--- config.mk ---
export PLATFORM = sky130hd
export DESIGN_NAME = mem_xfer_ctrl
export DESIGN_NICKNAME = d
export VERILOG_FILES = /design/src/rtl/mem_xfer_pkg.sv /design/src/rtl/mem_xfer_ctrl_addr_counter.sv /design/src/rtl/mem_xfer_ctrl.sv
export SDC_FILE = /design/constraint.sdc
export NUM_CORES = 1
export LEC_CHECK = 0
export BUFFER_PORTS_ARGS = -buffer_cell sky130_fd_sc_hd__buf_2
export CORE_AREA = 4 4 41 43
export DETAILED_ROUTE_END_ITERATION = 10
export DIE_AREA = 0 0 45 47
export GPL_TIMING_DRIVEN = 0
export HOLD_SLACK_MARGIN = 0.03
export SYNTH_ARGS = -nofsm -noshare
export SYNTH_HDL_FRONTEND = slang
export SYNTH_SLANG_ARGS = --single-unit
--- constraint.sdc ---
create_clock -name clk -period 1.6 [get_ports clk]
set_input_delay 0.08 -clock clk [delete_from_list [all_inputs] [get_ports clk]]
set_output_delay 0.08 -clock clk [all_outputs]
set_load 0.005 [all_outputs]
--- src/rtl/mem_xfer_pkg.sv ---
// Shared types and defaults for the memory-to-memory transfer sequencer.
package mem_xfer_pkg;

  localparam int ADDR_W_DEF = 3;
  localparam int DEPTH_DEF  = 8;

  typedef enum logic [2:0] {
    IDLE  = 3'd0,
    LOAD  = 3'd1,
    XFER  = 3'd2,
    DRAIN = 3'd3,
    DONE  = 3'd4
  } xfer_state_t;

endpackage

--- src/rtl/mem_xfer_ctrl_addr_counter.sv ---
// Wrapping address counter with async clear, sync clear and increment enable.
module addr_counter
  import mem_xfer_pkg::*;
#(
  parameter int ADDR_W = ADDR_W_DEF
) (
  input  logic              clk,
  input  logic              rst_n,
  input  logic              clr,
  input  logic              inc,
  output logic [ADDR_W-1:0] count
);

  always_ff @(posedge clk or negedge rst_n) begin
    if (!rst_n)     count <= '0;
    else if (clr)   count <= '0;
    else if (inc)   count <= count + ADDR_W'(1);
  end

endmodule

--- src/rtl/mem_xfer_ctrl.sv ---
// Load-then-copy sequencer: fills memory A from the source, then copies A into B.
// Optional stall input Hold is built only when XFER_HOLD_EN is defined.
//
// state | meaning
// IDLE  | waiting for Start
// LOAD  | writing source words into A, one per cycle
// XFER  | sweeping A read addresses; B written one cycle behind
// DRAIN | final B write for the last A read
// DONE  | one-cycle completion pulse
module mem_xfer_ctrl
  import mem_xfer_pkg::*;
#(
  parameter int ADDR_W = ADDR_W_DEF,
  parameter int DEPTH  = DEPTH_DEF
) (
  input  logic              clk,
  input  logic              Reset,
  input  logic              Start,
`ifdef XFER_HOLD_EN
  input  logic              Hold,
`endif
  output logic [ADDR_W-1:0] AddrA,
  output logic [ADDR_W-1:0] AddrB,
  output logic              WEA,
  output logic              WEB,
  output logic              IncA,
  output logic              IncB,
  output logic              Busy,
  output logic              Done
);

  localparam logic [ADDR_W-1:0] LAST = ADDR_W'(DEPTH - 1);

  xfer_state_t state, state_nxt;
  logic        wr_pend;
  logic        hold;
  logic        stall;
  logic        start_acc;

`ifdef XFER_HOLD_EN
  assign hold = Hold;
`else
  assign hold = 1'b0;
`endif

  // Hold only matters while the sequence is actively moving data.
  assign stall     = hold && (state == LOAD || state == XFER || state == DRAIN);
  assign start_acc = (state == IDLE) && Start;

  always_ff @(posedge clk or negedge Reset) begin
    if (!Reset) state <= IDLE;
    else        state <= state_nxt;
  end

  always_ff @(posedge clk or negedge Reset) begin
    if (!Reset)                wr_pend <= 1'b0;
    else if (!stall) begin
      if (state == XFER)       wr_pend <= 1'b1;
      else                     wr_pend <= 1'b0;
    end
  end

  always_comb begin
    state_nxt = state;
    Busy      = (state != IDLE);
    Done      = (state == DONE);
    WEA       = 1'b0;
    IncA      = 1'b0;
    WEB       = 1'b0;
    IncB      = 1'b0;
    case (state)
      IDLE:  if (Start) state_nxt = LOAD;
      LOAD: begin
        WEA  = !stall;
        IncA = !stall;
        if (!stall && AddrA == LAST) state_nxt = XFER;
      end
      XFER: begin
        IncA = !stall;
        WEB  = wr_pend && !stall;
        IncB = wr_pend && !stall;
        if (!stall && AddrA == LAST) state_nxt = DRAIN;
      end
      DRAIN: begin
        WEB  = wr_pend && !stall;
        IncB = wr_pend && !stall;
        if (!stall) state_nxt = DONE;
      end
      DONE:    state_nxt = IDLE;
      default: state_nxt = IDLE;
    endcase
  end

  addr_counter #(.ADDR_W(ADDR_W)) u_cnt_a (
    .clk   (clk),
    .rst_n (Reset),
    .clr   (start_acc),
    .inc   (IncA),
    .count (AddrA)
  );

  addr_counter #(.ADDR_W(ADDR_W)) u_cnt_b (
    .clk   (clk),
    .rst_n (Reset),
    .clr   (start_acc),
    .inc   (IncB),
    .count (AddrB)
  );

endmodule

==> results of run 1 <==
-- power breakdown --
group / switching [mW] / internal [mW]
sequential: 0.0675 / 0.336
clock: 0.0949 / 0.138
combinational: 0.265 / 0.297
total: 0.427 / 0.771
-- registers in the layout (all words and copies together), names as in the netlist --
name,cells
state,3
wr_pend,1
u_cnt_a.count,3
u_cnt_b.count,3
-- cells by family (layout without fill, tap and decap cells) --
family / count (synthesis) / in the layout
muxes: 4 / 4
and+or+nand+nor: 20 / 20
AOI/OAI and AO/OA: 3 / 3
xor gates and xnor gates: 3 / 3
DFF: 10 / 10
adders and majority gates: 3 / 3
buffers and inverters: 6 / 25
-- synth_stat cells, drive strengths merged --
library cell,number
dfrtp,10
nor2,5
nand2,4
buf,3
ha,3
inv,3
mux2i,3
xor2,3
nand3,2
nor3b,2
o21ai,2
and2,1
and3,1
mux2,1
nand3b,1
nand4b,1
nor3,1
o311a,1
or3,1
or4b,1
-- final cells by class --
| class | instances | area (sq um) | area share (%) |
|---|---|---|---|
| sequential | 10 | 250 | 37.3 |
| inverter | 3 | 11.3 | 1.68 |
| clock buffer | 4 | 36.3 | 5.41 |
| multi-input combinational | 33 | 248 | 36.9 |
| tap | 15 | 18.8 | 2.80 |
| timing repair buffer | 15 | 80.1 | 11.9 |
| buffer | 3 | 26.3 | 3.92 |
-- stage by stage --
stage / hold WS (ns) / setup WS (ns) / cell area, sq um / instances / utilization [%]
finish: 0.0810 / 0.156 / 671 / 83 / 51.5
global route: 0.0813 / 0.0368 / 671 / 83 / 51.5
CTS: 0.0736 / 0.160 / 671 / 83 / 51.5
detailed placement: -0.0441 / 0.307 / 624 / 78 / 48.0
global placement: -0.0443 / 0.333 / 624 / 78 / 48.0
floorplan: -0.216 / 0.387 / 536 / 49 / -
-- layer usage --
layer | global-route usage [%] | share of wire (%)
met5 | 0 | 0
met3 | 2.68 | 6.8
met2 | 16.9 | 45
met4 | 5.26 | 0
met1 | 13.1 | 48
-- worst paths after layout --
kind	slack (ns)	startpoint	depth (start not counted)	end
max	0.16	state[0]	4	IncA
min in group asynchronous	0.20	Reset	2	wr_pend
min reg2reg	0.50	u_cnt_a.count[0]	1	u_cnt_a.count[0]
min	0.08	Start	2	state[0]
max in group asynchronous	1.21	Reset	2	u_cnt_a.count[0]
max reg2reg	0.31	state[2]	3	u_cnt_a.count[2]
-- what timing repair did --
action / in CTS / in global routing
hold endpoints to repair: 10 / 0
hold buffers: 1 / 0
gates resized for setup: 0 / 0
==> impl_results.md, run 1 <==
- Starting Density: 41.2%
- Crit Path Class: flip-flop to output pin
- Synth unique cells: 22
- Final Skew: 0.00591 ns
- Synthesized Nets: 55
- Root Buffer: clkbuf_4
- Buf/Inv on CP: 2
- IO Port Bufs: 14
- Setup crit end kind: output pin
- Run status: completed
- Final setup fails: 0
- Core area: 1300 sq um
- CTS clk-pin slew, worst paths: 0.07 ns
- Filler Cell Count: 129
- Xor/xnor cell area share of the yosys netlist: 4.91%
- Critical path, cell by cell: buf_4, xor2_1, and2_4, buf_2
- Worst setup SP type: flip-flop
- Syn_area_per_cell: 10.9 sq um
- HP Class: input port to flip-flop
- Top cell type's share of synthesized area: 46.7%
- Post-layout minimum cycle time: 1.44 ns
- Critical path required time: 1.52 ns
- Netlist Area Pre-Place: 536 sq um
- Vias per cell: 4.76
- Initial detailed-routing violation count: 0
- DPL Wire Length: 772 um
- Fin crit share: 90.3%
- Slew Limit Fails: 0
- Vias: 395
- Largest cells by area after synthesis: dfrtp_1 (47%), ha_1 (7.0%), mux2i_1 (5.6%)
- Vias in the first global route: 361
- Inserted Clock Buffers: 3
- RSZ-0062 raised after global routing: no
- Final TNS setup: 0 ns
- Total congestion overflow: 0
- IO Pins: 15
- Ant diodes: 0
- Post-Route WL: 1040 um
- Max Cap Viol: 0
- Most frequent cells in the layout: buf_2 (14), dfrtp_1 (10), nor2_1 (4), nand2_1 (4)
- Drt wl/cell: 12.5 um
- Placer congestion estimate: 0.708
- Max clock buf depth: 2
- Global-route wire length before repair: 1570 um
- Total GRT Usage: 10.5%
- CP top delay family: flip-flops
- Count of yosys warnings during synthesis: 0
- Die Y: 47 um
- Slowest cell on the critical path: dfrtp_1
- # Post-CTS Setup Buffers: 0
- Most common cell after layout, fill and taps aside: buf_2
- Clock latency on the worst-skew pair: 0.27 ns
- Adder-cell share of the synthesized area: 7.01%
- Layout cells sized above 1: 38.2%
- Synth area leader: dfrtp_1
- Worst slew pin tran: 0.253 ns
- Syn Inst Count: 49
- Synth Area in Simple Gates: 22.9%
- Clock Sinks: 10
- Antenna violations before repair: 0
- Die Width: 45 um
- Sequential element share of the synthesized area: 46.7%
- Crit-path max FO: 10
- Compound-cell area share of the yosys netlist: 3.74%
- VDD IR max: 787 uV
- CTS tree: yes
- Detail Route Antenna Nets: 0
- Power density cells: 1790 nW/um^2
- Largest net degree at the start of global routing: 11
- Rel. slew slack: 83.1%
- Total Power: 1.20 mW
- LEAKAGE: 0.372 nW
- Max Clk Rate: 692 MHz
- Site Rows: 13
- Area grow syn2layout: 25.2%
- H-tree depth: 1
- Drt first pass iters: 1
- Largest family of logic cells by synthesized area: simple AND/OR/NAND/NOR gates
- Multiplexer area fraction after synthesis: 7.71%
- Die area: 2120 sq um
- Yosys reg bits: 10
- # DRC: 0
- NumNets Final: 75
- Hold Vio Cnt, Final: 0
- Crit path largest cell delay: 0.38 ns
- Worst endpoint data arrival time: 1.36 ns
Note: power is estimated with default switching activity, not from simulation.
==> inputs of run 2 (changes only) <==
- SKIP_LAST_GASP: not set -> 1
- SYNTH_HIERARCHICAL: not set -> 1
==> impl_results.md, run 2 <==
- Run status: completed
- Sequential element share of the synthesized area: 51.3% (+4.6 points)
- Netlist Area Pre-Place: 488 sq um (-8.9%)
- Initial detailed-routing violation count: 6 (+6)
- Critical path depth: 4 (unchanged)
- Post-synth top cells: dfrtp_1 (10), nor2_1 (6), inv_1 (3)
- Crit-path max FO: 6 (-4)
- Hold depth: 3 (+1)
- Post-Route WL: 910 um (-13%)
- Clock latency on the worst-skew pair: 0.25 ns (-0.02 ns)
- Max clock buf depth: 2 (unchanged)
- VDD IR max: 677 uV (-14%)
- Die Y: 47 um (unchanged)
- # resized after CTS: 0 (unchanged)
- Detail Route Antenna Nets: 0 (unchanged)
- Hold Vio Cnt, Final: 0 (unchanged)
- Yosys reg bits: 10 (unchanged)
- Post-layout minimum cycle time: 1.50 ns (+0.0515 ns)
- CP top delay family: simple AND/OR/NAND/NOR gates
- Drt wl/cell: 11.7 um (-7.0%)
- Max Clk Rate: 669 MHz (-3.4%)
- Post-synth EDFFs: 0 (unchanged)
- Top-count cell post-synth: dfrtp_1
- Core area: 1300 sq um (unchanged)
- LEAKAGE: 0.331 nW (-11%)
- HP Class: input port to flip-flop
- Clock Sinks: 10 (unchanged)
- Top cell type's share of synthesized area: 51.3% (+4.6 points)
- Crit path largest cell delay: 0.41 ns (+0.03 ns)
- Worst setup SP type: flip-flop
- Final Skew: 0.00273 ns (-0.00318 ns)
- Slew Limit Fails: 0 (unchanged)
- Most frequent cells in the layout: buf_2 (14), dfrtp_1 (10), nor2_1 (6)
- Starting Density: 37.5% (-3.7 points)
- Syn Inst Count: 45 (-8.2%)
- Total congestion overflow: 0 (unchanged)
- Root Buffer: clkbuf_4
- Count of yosys warnings during synthesis: 6 (+6)
- Layout cells sized above 1: 38.1% (-0.14 points)
- Rel. slew slack: 80.1% (-3.0 points)
- Worst reg2reg setup slack: 0.28 ns (-0.03 ns)
- Hold slack: 0.0994 ns (+0.0184 ns)
- Placer congestion estimate: 0.623 (-12%)
- RSZ-0062 raised after global routing: no
- Largest cells by area after synthesis: dfrtp_1 (51%), ha_1 (5.1%), nor2_1 (4.6%)
- NumNets Final: 70 (-6.7%)
- Antenna violations before repair: 0 (unchanged)
- DPL Wire Length: 697 um (-9.6%)
- Fin util: 46.8% (-4.7 points)
- # DRC: 0 (unchanged)
- CTS tree: yes
- Synthesized Nets: 50 (-9.1%)
- Largest regs: state x3, u_cnt_a/count x3, u_cnt_b/count x3
- Vias per cell: 4.82 (+1.3%)
- Synth area leader: dfrtp_1
- Die Width: 45 um (unchanged)
- Most common cell after layout, fill and taps aside: buf_2
- Post-synth ARST share: 100% (unchanged)
- Syn_area_per_cell: 10.8 sq um (-0.78%)
- Fin crit share: 93.5% (+3.2 points)
- Cell count of the worst reg-to-reg path: 4 (+1)
- Buf/Inv on CP: 2 (unchanged)
- Inserted Clock Buffers: 3 (unchanged)
- Drt first pass iters: 3 (+2)
- Slowest cell on the critical path: dfrtp_1
- Worst endpoint data arrival time: 1.42 ns (+0.06 ns)
- Setup crit end kind: output pin
- Crit Path Class: flip-flop to output pin
- Critical path, cell by cell: and2b_2, and2_1, buf_4, buf_2
- Synth unique cells: 21 (-4.5%)
- Largest net degree at the start of global routing: 11 (unchanged)
- H-tree depth: 1 (unchanged)
- Site Rows: 13 (unchanged)
- Critical path required time: 1.52 ns (about the same)
- Power density cells: 1540 nW/um^2 (-14%)
- IO Pins: 15 (unchanged)
- Max Cap Viol: 0 (unchanged)
- CTS clk-pin slew, worst paths: 0.06 ns (about the same)
- Ant diodes: 0 (unchanged)
- Global-route wire length before repair: 1340 um (-15%)
- Total GRT Usage: 9.54% (-0.98 points)
- IO Port Bufs: 14 (unchanged)
- Vias: 376 (-4.8%)
- Main flop type after synthesis: dfrtp_1
- Final setup fails: 0 (unchanged)
- Area grow syn2layout: 24.9%
- Final TNS setup: 0 ns (unchanged)
- Vias in the first global route: 319 (-12%)
- Worst slew pin tran: 0.298 ns (+0.0455 ns)
- Die area: 2120 sq um (unchanged)
run 2: metrics by stage:
step	std cells	cell area [sq um]	setup slack, ns	total power, mW
4_1_cts	78	609	0.0822	0.957
3_3_place_gp	74	577	0.291	0.778
6_report	78	609	0.104	0.941
2_1_floorplan	45	488	0.374	0.647
5_1_grt	78	609	0.0278	1.02
3_5_place_dp	74	577	0.267	0.788
run 2: where the power goes:
group          switching (mW)  total (mW)  internal [mW]
Sequential             0.0715       0.392          0.321
Clock                  0.0750       0.161         0.0863
Combinational           0.184       0.387          0.202
Total                   0.331       0.941          0.610
run 2: worst min-delay path, stage by stage:
cell and delay (ns):
buf_2 0.10, o211ai_1 0.08, o41ai_1 0.06
run 2: timing repair:
item	in CTS	in global routing
hold buffers	1	0
hold endpoints to repair	10	0
buffers inserted	0	0
run 2: cell type report:
class	count	area, sq um
plain buffers	1	7.51
clock buffers	3	22.5
repair buffers	15	80.1
well taps	15	18.8
multi-input cells	31	219
flip-flops and latches	10	250
inverters	3	11.3
fillers	142	692
run 2: path summary, 6_finish.rpt:
| kind | end | startpoint |
|---|---|---|
| max | WEB | state[2] |
| min | state[0] | Start |
| max reg2reg | u_cnt_b/count[1] | state[2] |
| min reg2reg | state[0] | state[2] |
| max in group asynchronous | u_cnt_b/count[0] | Reset |
| min in group asynchronous | u_cnt_a/count[2] | Reset |
run 2: kinds of logic (layout without fill, tap and decap cells):
| group | after synthesis | in the layout | share of synthesized area (%) |
|---|---|---|---|
| AND/OR/NAND/NOR | 18 | 18 | 21.5 |
| AO/OA/AOI/OAI | 7 | 7 | 10.5 |
| adder cells (fa/ha/maj) | 2 | 2 | 5.13 |
| XOR/XNOR | 2 | 2 | 3.59 |
| multiplexers | 2 | 2 | 4.10 |
| flip-flops | 10 | 10 | 51.3 |
| buffers and inverters | 4 | 22 | 3.85 |
run 2: routing by layer:
layer	up-vias	track usage, %	share of wire, %
met5	-	0	0
met4	0	8.77	1.3
met3	2	2.30	5.9
met2	9	15.0	45
met1	178	10.7	48
li1	187	-	-
